### config.mk
export PLATFORM = sky130hd
export DESIGN_NAME = mux_design
export DESIGN_NICKNAME = d
export VERILOG_FILES = /design/src/rtl/mux_design_pkg.sv /design/src/rtl/mux_design_btn_debounce.sv /design/src/rtl/mux_design.sv
export SDC_FILE = /design/constraint.sdc
export NUM_CORES = 1
export LEC_CHECK = 0
export BUFFER_PORTS_ARGS = -buffer_cell sky130_fd_sc_hd__buf_2
export CAP_MARGIN = 25
export CORE_AREA = 2 2 39 41
export CTS_CLUSTER_SIZE = 30
export DETAILED_ROUTE_END_ITERATION = 16
export DIE_AREA = 0 0 41 43
export GPL_ROUTABILITY_DRIVEN = 0
export MAX_ROUTING_LAYER = met4
export SETUP_SLACK_MARGIN = 0.15
export SLEW_MARGIN = 0
export SYNTH_ARGS = -nofsm -noshare
export SYNTH_HDL_FRONTEND = slang
export SYNTH_SLANG_ARGS = --single-unit
### constraint.sdc
create_clock -name clk -period 1.02 [get_ports clk]
set_input_delay 0.102 -clock clk [delete_from_list [all_inputs] [get_ports clk]]
set_output_delay 0.102 -clock clk [all_outputs]
set_load 0.01 [all_outputs]
### src/rtl/mux_design_pkg.sv
// Shared definitions for mux_design: Q1 function-select encoding, the
// default debounce length and the Q1 logic-function helper.
package mux_design_pkg;

  // Q1 function select encoding
  typedef enum logic [1:0] {
    SEL_AND  = 2'd0,
    SEL_OR   = 2'd1,
    SEL_XOR  = 2'd2,
    SEL_NOTA = 2'd3
  } sel_e;

  // Default number of cycles btn_s must disagree before btn_clean follows
  localparam int DEBOUNCE_DEFAULT = 4;

  // Q1 logic function of the two data operands
  function automatic logic logic_fn(input sel_e sel, input logic a, input logic b);
    logic res;
    res = 1'b0;
    case (sel)
      SEL_AND:  res = a & b;
      SEL_OR:   res = a | b;
      SEL_XOR:  res = a ^ b;
      SEL_NOTA: res = ~a;
      default:  res = 1'b0;
    endcase
    return res;
  endfunction

endpackage

### src/rtl/mux_design_btn_debounce.sv
// btn_debounce: two-flop synchronizer for the asynchronous push-button,
// followed by a consecutive-disagreement debouncer.
// Build option: define MUX_DESIGN_DEBOUNCE_EN to include the debouncer;
// without it btn_clean is the synchronizer output directly and
// DEBOUNCE_CYCLES has no effect.
module btn_debounce
  import mux_design_pkg::*;
#(
  parameter int DEBOUNCE_CYCLES = DEBOUNCE_DEFAULT
) (
  input  logic clk,
  input  logic rst,
  input  logic btn,
  output logic btn_clean
);

  logic sync1_q;
  logic sync2_q;

  // Two-flop synchronizer bringing btn into the clk domain
  always_ff @(posedge clk or posedge rst) begin
    if (rst) begin
      sync1_q <= 1'b0;
      sync2_q <= 1'b0;
    end else begin
      sync1_q <= btn;
      sync2_q <= sync1_q;
    end
  end

`ifdef MUX_DESIGN_DEBOUNCE_EN
  // Counter sized to hold DEBOUNCE_CYCLES without wrapping
  localparam int CNT_W = $clog2(DEBOUNCE_CYCLES + 1);
  // The edge on which the counter would reach DEBOUNCE_CYCLES is the
  // edge where the count is currently one below it.
  localparam logic [CNT_W-1:0] CNT_LAST = CNT_W'(DEBOUNCE_CYCLES - 1);

  logic [CNT_W-1:0] cnt_q;
  logic [CNT_W-1:0] cnt_d;
  logic             clean_q;
  logic             clean_d;

  // Count consecutive disagreeing cycles; adopt btn_s once the run completes
  always_comb begin
    cnt_d   = '0;
    clean_d = clean_q;
    if (sync2_q == clean_q) begin
      cnt_d = '0;
    end else if (cnt_q == CNT_LAST) begin
      clean_d = sync2_q;
      cnt_d   = '0;
    end else begin
      cnt_d = cnt_q + CNT_W'(1);
    end
  end

  // Debouncer state; reset discards any partial count
  always_ff @(posedge clk or posedge rst) begin
    if (rst) begin
      cnt_q   <= '0;
      clean_q <= 1'b0;
    end else begin
      cnt_q   <= cnt_d;
      clean_q <= clean_d;
    end
  end

  assign btn_clean = clean_q;
`else
  assign btn_clean = sync2_q;
`endif

endmodule

### src/rtl/mux_design.sv
// mux_design: registered 4-function logic unit (Q1) and a registered 2:1
// mux (Q2) whose source is chosen by a synchronized, debounced button.
// Build option: MUX_DESIGN_DEBOUNCE_EN enables the button debouncer.
module mux_design
  import mux_design_pkg::*;
#(
  parameter int DEBOUNCE_CYCLES = DEBOUNCE_DEFAULT
) (
  input  logic       clk,
  input  logic       rst,
  input  logic       A,
  input  logic       B,
  input  logic [1:0] S,
  input  logic       btn,
  output logic       Q1,
  output logic       Q2
);

  logic btn_clean;
  logic q1_d;
  logic q1_q;
  logic q2_d;
  logic q2_q;

  btn_debounce #(
    .DEBOUNCE_CYCLES(DEBOUNCE_CYCLES)
  ) u_btn_debounce (
    .clk      (clk),
    .rst      (rst),
    .btn      (btn),
    .btn_clean(btn_clean)
  );

  // Next values: selected logic function and button-selected mux source
  always_comb begin
    q1_d = logic_fn(sel_e'(S), A, B);
    if (btn_clean) begin
      q2_d = B;
    end else begin
      q2_d = A;
    end
  end

  // Output registers, cleared asynchronously by rst
  always_ff @(posedge clk or posedge rst) begin
    if (rst) begin
      q1_q <= 1'b0;
      q2_q <= 1'b0;
    end else begin
      q1_q <= q1_d;
      q2_q <= q2_d;
    end
  end

  assign Q1 = q1_q;
  assign Q2 = q2_q;

endmodule

-- Word-level counts from Yosys, hierarchy flattened
Index checks and enable logic that the tools add are counted.
- output and inout port bits: 2
- logic and storage cells: 14
- memories: 0
- bits in latches: 0
- bits of input ports: 7
- register bits: 4
- ROM bits: 0
- RAM bits: 0
- reduce and logical (&&, ||, !) cells: 1
- mux-type cells: 2
- eq/ne operators: 3
- shift operators: 0
- order comparisons: 0
- add/sub/neg operators: 0
- multiply operators: 0
- bitwise gates (word level): 4
- div/mod/pow operators: 0
- operator list (cell ; count):
    $eq 2x2->1 const B ; 2
    $pmux 1 s4 ; 1
    $eq 2x1->1 const B ; 1
    $logic_not 2->1 ; 1
    $and 1x1->1 ; 1
    $mux 1 ; 1
    $not 1->1 ; 1
    $or 1x1->1 ; 1
    $xor 1x1->1 ; 1

-- Depth between registers and ports, before layout
Gate-level depths: netlist of the first run.
- word-level depth: 2
- depth in mapped cells: 4
- gate-level depth less buffers: 4

-- Cells and area by module
A second synthesis of the first run with hierarchy kept.
- cells, all modules: 14
- area, all modules: 175.2 um2
- modules (own cells, without submodules) (module ; area each (um2) ; instances ; cells each ; sequential area each (um2)):
    mux_design ; 121.4 ; 1 ; 11 ; 50.0
    btn_debounce ; 53.8 ; 1 ; 3 ; 50.0

-- Worst setup path after synthesis of the first run
No wires, ideal clock.
- path type: input to register
- start: input A
- end: register q1_q, in the netlist Q1
- required time: 0.882 ns
- setup time: 0.138 ns
- setup slack: 0.040 ns
- stages: 3
- arrival time: 0.842 ns
- buffers on the path: 0
- cells stage by stage: inv_1 ha_1 mux4_2
- longest elaborated chain between the ends: 2
- elaborated cells between the ends (all ways): 5
- those cells by class: mux (1); bitwise (4)
- RTL lines (what ; RTL line ; source):
    from (decl) ; mux_design.sv:11 ; input logic A,
    $xor 1x1->1 (tied with other cells) ; mux_design_pkg.sv:23 ; SEL_XOR: res = a ^ b;
    $pmux 1 s4 (*) ; mux_design_pkg.sv:20 ; case (sel)
    via q1_d ; mux_design.sv:20 ; logic q1_d;
    to (signal assigned) ; mux_design.sv:50 ; q1_q <= q1_d;
    to (decl) ; mux_design.sv:21 ; logic q1_q;
The timed path passes the listed nets; every way through them passes the cells marked *.

-- Worst setup path after layout of the first run
- start: input B
- end: register q1_q, in the netlist Q1
- longest elaborated chain between the ends: 2
- elaborated cells between the ends (all ways): 4
- those cells by class: mux (1); bitwise (3)
- RTL lines (what ; RTL line ; source):
    from (decl) ; mux_design.sv:12 ; input logic B,
    $xor 1x1->1 (tied with other cells) ; mux_design_pkg.sv:23 ;
    $pmux 1 s4 (*) ; mux_design_pkg.sv:20 ;
    via q1_d ; mux_design.sv:20 ;
Marked as above.

==> results.toml, run 1 <==
[worst_setup_path]
crit_chain = "buf_4 > inv_12 > ha_4 > mux4_2"
cp-endpoint = "Q1"
critical_path_class = "in2reg"
critPathSlowestCell = "mux4_2"
rr_endpoint = "Q2"
path_delay_family = "multiplexers"
cp.required_ns = 1.11
critPathBufInv = 2
reg2reg_depth = 2
worstPathMaxFanout = 3
r2r-start = "u_btn_debounce.btn_clean"
max_stage_delay_ns = 0.46
end_kind = "register"
arrival_ns = 0.95
reg2reg_slack_ns = 0.40
start_kind = "input pin"
worst-path-stages = 4
critPathLaunch = "B"

[sta]
max_slew_margin = 0.898
hold_viol = 0
period_share = 0.843
fin_skew_ns = 0.000347
max_slew.worst_pin.slew_ns = 0.152
layout_min_cycle_time_ns = 0.860
whs_ns = 0.169
fmax_ghz = 1.16
setup_violations = 0
slew_violations = 0
finalSetupTns_ns = 0
grt_setup_unrepaired = "no"

[pwr]
power.density_nw_per_um2 = 1390
peakVddDrop_uv = 658
seqPwrFrac = 0.404
clockPowerShare = 0.435
p_leak_nw = 0.152
switching_share = 0.211
p_switching_uw = 91.1
p_comb_frac = 0.161
cellInternalPower_uw = 340

[finish]
drive_gt1_frac = 0.593
fin_util = 0.225
multi_input_area_um2 = 68.8
fillers = 148
layout_commonest_cell = "buf_2"
instances_no_fill = 43
mostFrequentLayoutCells = "buf_2 (7), dfrtp_1 (4), clkbuf_4 (3)"
design_area_um2 = 312
diodes = 0
nNetsFinal = 38
syn2layout_area_growth_pct = 81.8
seq_area_um2 = 100

[route]
viasPerCell = 3.21
vias = 138
drtIter0Drc = 1
wl_per_cell_um = 8.49
routed_wirelength_um = 365
first_pass_iters = 2
postRouteAntennaNets = 0
drc = 0

[clocking]
root_buffer = "clkbuf_4"
cts_buffers = 3
cts_tree = "yes"
clk_latency_ns = 0.23
cts_max_level = 1
cts_sinks = 4
clkTransAtPathRegs_ns = 0.04
clockBufferDepth = 2
cts_setup_buffers = 0

[die]
start_util = 0.124
rows = 14
die_area_um2 = 1760
io-pin-count = 9
core_um2 = 1380
die_h_um = 43
fp.dieW_um = 41

[grt]
grt_antenna_before_repair = 0
grt_max_degree = 5
grt_pass1_wl_um = 600
grt_usage = 0.0611
grt-ovfl-total = 0
grt_pass1_vias = 161

[run]
drv_cap = 0

[place]
dp_cells = 38
port_buffers = 8
dpl.hpwl_um = 314
dpl-instance-area_um2 = 267

[yosys]
syn_avg_cell_area_um2 = 13.2
synth_area_um2 = 171
synth_cell_types = 6
syn_nets = 22
ys_seq_area_frac = 0.584
synthCells = 13
netlist.area_leader.share = 0.584
yosys_warnings = 0
synthTopCellsByArea = "dfrtp_1 (58%), ha_1 (15%), mux4_2 (13%)"
ys_seq_elements = 4
synth_top_area_cell = "dfrtp_1"

[min_path]
hold_class = "in2reg"

[status]
outcome = "complete, no violations"
==> layer usage <==
| layer | vias to the layer above | share of wire | track usage |
|---|---|---|---|
| met5 | - | 0 | - |
| met4 | 0 | 0.016 | 0.0400 |
| met3 | 2 | 0.15 | 0.0785 |
| met2 | 9 | 0.36 | 0.0625 |
| met1 | 59 | 0.47 | 0.0592 |
| li1 | 68 | - | - |
==> state kept, by name, summed over array words and instances (netlist names) <==
name                      flops
Q1                            1
u_btn_debounce.btn_clean      1
u_btn_debounce.sync1_q        1
Q2                            1
==> synth_stat cells <==
master	n
mux4_2	1
o21ai_0	1
dfrtp_1	4
ha_1	2
nand2_1	1
inv_1	4
==> power by group through the flow <==
stage                     Sequential [mW]  Combinational, mW  Clock [mW]
after detailed placement            0.176             0.0643           0
final                               0.174             0.0695       0.188
after floorplan                     0.180             0.0244           0
after global placement              0.176             0.0606           0
after global routing                0.175             0.0767       0.217
after CTS                           0.174             0.0714       0.197
==> worst min path at each step <==
stage / to / from / slack (ns) / cells after the start
CTS: Q1 / S[1] / 0.16 / 2
global placement: Q1 / rst / -0.01 / 2
floorplan: Q1 / rst / -0.13 / 1
global route: Q1 / S[1] / 0.15 / 2
finish: Q1 / S[1] / 0.17 / 2
detailed placement: Q1 / rst / -0.009 / 2
==> final cells by class <==
type / count / share of cell area
Clock buffer: 3 / 0.0723
Multi-Input combinational cell: 5 / 0.221
Sequential cell: 4 / 0.321
Timing Repair Buffer: 11 / 0.225
Tap cell: 16 / 0.0643
Inverter: 4 / 0.0964
==> metrics by stage <==
| stage | setup WS [ns] | power [mW] |
|---|---|---|
| 6_report | 0.160 | 0.432 |
| 5_1_grt | 0.169 | 0.469 |
| 3_3_place_gp | -0.101 | 0.236 |
| 4_1_cts | 0.164 | 0.443 |
| 2_1_floorplan | 0.126 | 0.205 |
| 3_5_place_dp | -0.132 | 0.241 |
==> what timing repair did <==
| item | in CTS | in global routing |
|---|---|---|
| endpoints found under the setup margin | 1 | 0 |
| hold buffers | 2 | 0 |
| hold endpoints to repair | 5 | 0 |
| gates resized for setup | 1 | 0 |
==> logic make-up after synthesis <==
| family | synth area share |
|---|---|
| fa+ha+maj | 0.146 |
| simple gates | 0.0219 |
| flops | 0.584 |
| mux | 0.131 |
| buf+inv | 0.0876 |
| compound gates | 0.0292 |
Note: power is estimated with default switching activity, not from simulation.
==> run 2, diff against run 1 <==
clock period = 0.8 ns   (was 1.02 ns; I/O delays follow)
==> run 2 against run 1 <==
Effect of this change: clock power increased by 24%; flip-flop and latch count unchanged; critical endpoint is now Q2; first-iteration DRC count unchanged; global-route usage decreased by 1.2 points; routed wire length decreased by 24%; combinational power increased by 42%; core utilization increased by 1.7 points; largest cell class unchanged; via count decreased by 5.1%; setup slack got worse by 0.15 ns; highest routed layer is now met3; total power increased by 29%.
==> results.toml, run 2 (same netlist as run 1, synthesis figures left out) <==
[clocking]
clkTransAtPathRegs_ns = 0.03
cts_tree = "yes"
root_buffer = "clkbuf_4"
cts_buffers = 3
clockBufferDepth = 2
cts_max_level = 1
cts_sinks = 4
clk_latency_ns = 0.23

[sta]
max_slew_margin = 0.900
finalSetupTns_ns = 0
layout_setup_ws_ns = 0.0148
period_share = 0.982
slew_violations = 0
hold_viol = 0
max_slew.worst_pin.slew_ns = 0.149
fin_skew_ns = 0.00315
setup_violations = 0
grt_setup_unrepaired = "yes"
layout_min_cycle_time_ns = 0.785
fmax_ghz = 1.27
whs_ns = 0.0919

[worst_setup_path]
end_kind = "output port"
path_delay_family = "flip-flops"
arrival_ns = 0.71
critPathSlowestCell = "dfrtp_1"
worstPathMaxFanout = 1
cp.required_ns = 0.72
reg2reg_depth = 2
critPathBufInv = 1
critical_path_class = "reg2out"
start_kind = "register"
r2r-start = "u_btn_debounce.btn_clean"
rr_endpoint = "Q2"
max_stage_delay_ns = 0.36
crit_chain = "buf_6"
reg2reg_slack_ns = 0.21

[route]
drc = 0
viasPerCell = 3.12
drtIter0Drc = 1
vias = 131
first_pass_iters = 2
wl_per_cell_um = 6.57
routed_wirelength_um = 276
postRouteAntennaNets = 0

[grt]
grt-ovfl-total = 0
grt_pass1_wl_um = 455
grt_usage = 0.0487
grt_antenna_before_repair = 0
grt_max_degree = 5
grt_pass1_vias = 110

[pwr]
power_uw = 556
power.density_nw_per_um2 = 1660
peakVddDrop_uv = 661
p_leak_nw = 0.157

[die]
die_area_um2 = 1760
fp.dieW_um = 41
io-pin-count = 9
rows = 14
start_util = 0.124
core_um2 = 1380
die_h_um = 43

[finish]
nNetsFinal = 37
design_area_um2 = 335
diodes = 0
drive_gt1_frac = 0.577
mostFrequentLayoutCells = "buf_2 (5), dfrtp_1 (4), clkbuf_4 (3), inv_1 (2), dlygate4sd3_1 (2)"
syn2layout_area_growth_pct = 95.6
layout_commonest_cell = "buf_2"

[min_path]
holdPathEnd = "Q2"
hold_class = "in2reg"
min-delay-start = "B"
whs_path_depth = 3

[place]
dp_slack_ns = -0.305
dpl.hpwl_um = 252
port_buffers = 8
dpl-instance-area_um2 = 259

[run]
drv_cap = 0

[status]
outcome = "complete, no violations"
## run 2: changes by cell type in the layout (fill, tap and decap cells not counted), sizes merged
cell,before,now
buf,9,8
## run 2: routing by layer
metal | global-route usage | vias up | routed length, µm
met3 | 0.0838 | 0 | 66
met1 | 0.0592 | 52 | 130
met5 | - | - | 0
met2 | 0.0313 | 11 | 79
met4 | 0.0200 | 0 | 0
li1 | - | 68 | -
## run 2: metrics by stage
stage,cells,utilization
6_report,42,0.242
5_1_grt,42,0.242
4_1_cts,42,0.222
3_5_place_dp,37,0.187
3_3_place_gp,37,0.187
2_1_floorplan,13,-
## run 2: worst max path at each step
stage,startpoint,end,slack (ns),cells past startpoint
6_report,Q2,Q2,0.01,1
5_1_grt,Q1,Q1,-0.02,1
4_1_cts,Q1,Q1,0.001,1
3_5_place_dp,B,Q1,-0.30,4
3_3_place_gp,B,Q1,-0.31,4
2_1_floorplan,B,Q1,-0.07,3
## run 2: what timing repair did
item                                    CTS  global route
hold buffers                              2             0
hold endpoints to repair                  5             0
pin swaps                                 0             1
endpoints found under the setup margin    3             4
gates resized for setup                   2             8
buffers inserted                          0             0
## run 2: area by class of cell
type / count / area [µm²]
well taps: 16 / 20.0
clock buffers: 3 / 22.5
multi-input cells: 5 / 68.8
inverters: 4 / 32.5
repair buffers: 10 / 91.3
fillers: 144 / 1050
flip-flops and latches: 4 / 100
## run 2: power by group
group | total [mW] | switching [mW] | internal, mW
Clock | 0.234 | 0.0673 | 0.167
Sequential | 0.223 | 0.00491 | 0.219
Combinational | 0.0985 | 0.0374 | 0.0611
==> run 3, diff against run 2 <==
ABC_AREA = 1   (was default)
==> run 3 against run 2 <==
Effect of this change: global-route usage is 1.6 points higher; synthesized area is 10% higher; setup slack worse by 0.013 ns; sequential power hardly changed; sequential share of layout area is 3.1 points higher; cell count is 21% higher; critical path depth stayed put; critical path type unchanged.
==> results.toml, run 3 <==
[worst_setup_path]
rr_endpoint = "Q2"
path_delay_family = "flip-flops"
critical_path_class = "reg2out"
max_stage_delay_ns = 0.35
end_kind = "output port"
critPathSlowestCell = "dfrtp_1"
r2r-start = "u_btn_debounce.btn_clean"
crit_chain = "buf_2"
reg2reg_slack_ns = 0.21
cp.required_ns = 0.72
critPathBufInv = 1
reg2reg_depth = 2
start_kind = "register"
arrival_ns = 0.72
worstPathMaxFanout = 1

[min_path]
holdPathEnd = "Q1"
whs_path_depth = 3
hold_class = "in2reg"
min-delay-start = "S[1]"

[clocking]
clkTransAtPathRegs_ns = 0.04
clockBufferDepth = 2
cts_sinks = 4
root_buffer = "clkbuf_4"
cts_max_level = 1
cts_buffers = 3
cts_tree = "yes"
clk_latency_ns = 0.23

[place]
dp_cells = 46
dp_slack_ns = 0.00438
port_buffers = 8
dpl.hpwl_um = 266

[pwr]
peakVddDrop_uv = 707
p_leak_nw = 0.168
power.density_nw_per_um2 = 1810

[sta]
max_slew.worst_pin.slew_ns = 0.147
grt_setup_unrepaired = "yes"
fmax_ghz = 1.25
max_slew_margin = 0.902
layout_min_cycle_time_ns = 0.799
layout_setup_ws_ns = 0.00138
slew_violations = 0
setup_violations = 0
period_share = 0.998
fin_skew_ns = 0.00192
hold_viol = 0
whs_ns = 0.0839

[yosys]
synth_top_area_cell = "dfrtp_1"
syn_avg_cell_area_um2 = 8.59
synth_edf_count = 0
synthFlopType = "dfrtp_1"
netlist.area_leader.share = 0.530
synth_common_cells = "nand2_1 (6), inv_1 (5), dfrtp_1 (4)"
synthCells = 22
ys_seq_elements = 4
ys_seq_area_frac = 0.530
syn_nets = 31
synthArstFlopShare = 1.00
synth_area_um2 = 189
yosys_warnings = 0
synth_cell_types = 7
yosysMostFrequentCell = "nand2_1"
synthTopCellsByArea = "dfrtp_1 (53%), ha_1 (13%), nand2_1 (12%)"

[route]
routed_wirelength_um = 334
wl_per_cell_um = 6.55
postRouteAntennaNets = 0
drc = 0
first_pass_iters = 2
vias = 173
viasPerCell = 3.39
drtIter0Drc = 2

[finish]
instances_no_fill = 51
multi_input_area_um2 = 75.1
layout_commonest_cell = "buf_2"
drive_gt1_frac = 0.457
seq_area_um2 = 100
mostFrequentLayoutCells = "buf_2 (8), nand2_1 (6), dfrtp_1 (4), inv_2 (4)"
fillers = 152
syn2layout_area_growth_pct = 60.9
diodes = 0
fin_util = 0.220
nNetsFinal = 46

[run]
drv_cap = 0

[grt]
grt-ovfl-total = 0
grt_pass1_vias = 161
grt_pass1_wl_um = 579
grt_usage = 0.0650
grt_max_degree = 5
grt_antenna_before_repair = 0

[die]
fp.dieW_um = 41
rows = 14
io-pin-count = 9
die_h_um = 43
start_util = 0.137
die_area_um2 = 1760
core_um2 = 1380

[status]
outcome = "complete, no violations"
## run 3: per-stage QoR
step	power, mW	instance area (µm²)	TNS, ns
finish	0.550	304	0
global route	0.607	304	-0.0569
CTS	0.565	304	-0.00465
detailed placement	0.298	262	0
global placement	0.296	262	0
floorplan	0.265	201	0
## run 3: worst max-delay path by stage
stage               start  endpoint  slack [ns]  cells past startpoint
floorplan               B        Q1        0.18                      6
global placement        B        Q1        0.02                      7
detailed placement      B        Q1       0.004                      7
CTS                    Q2        Q2      -0.005                      1
global route           Q1        Q1       -0.03                      1
finish                 Q2        Q2       0.001                      1
## run 3: logic make-up after synthesis
family,count (synthesis),share of synthesized area
compound gates,1,0.0265
fa+ha+maj,2,0.132
buf+inv,7,0.139
flops,4,0.530
simple gates,8,0.172
## run 3: layer usage
layer  up-vias  GRT usage  part of all wire
met1        74     0.0422              0.39
met3         2     0.0942              0.15
met5         -          -                 0
met4         0     0.0600             0.039
li1         89          -                 -
met2         8     0.0719              0.42
## run 3: layout make-up
class,instances,share of cell area
Multi-Input combinational cell,11,0.247
Timing Repair Buffer,10,0.198
Tap cell,16,0.0658
Clock buffer,3,0.0741
Inverter,7,0.0864
Sequential cell,4,0.329
## run 3: timing repair
item,4_1_cts,5_1_grt
hold buffers,2,0
endpoints found under the hold margin,5,0
setup endpoints to repair,2,2
setup buffers,0,0
resized for setup,0,0
pin swaps,0,0
## run 3: report_power, final
part,switching (mW),internal (mW)
registers,0.00347,0.218
logic,0.0403,0.0397
clock network,0.0814,0.168
total,0.125,0.425
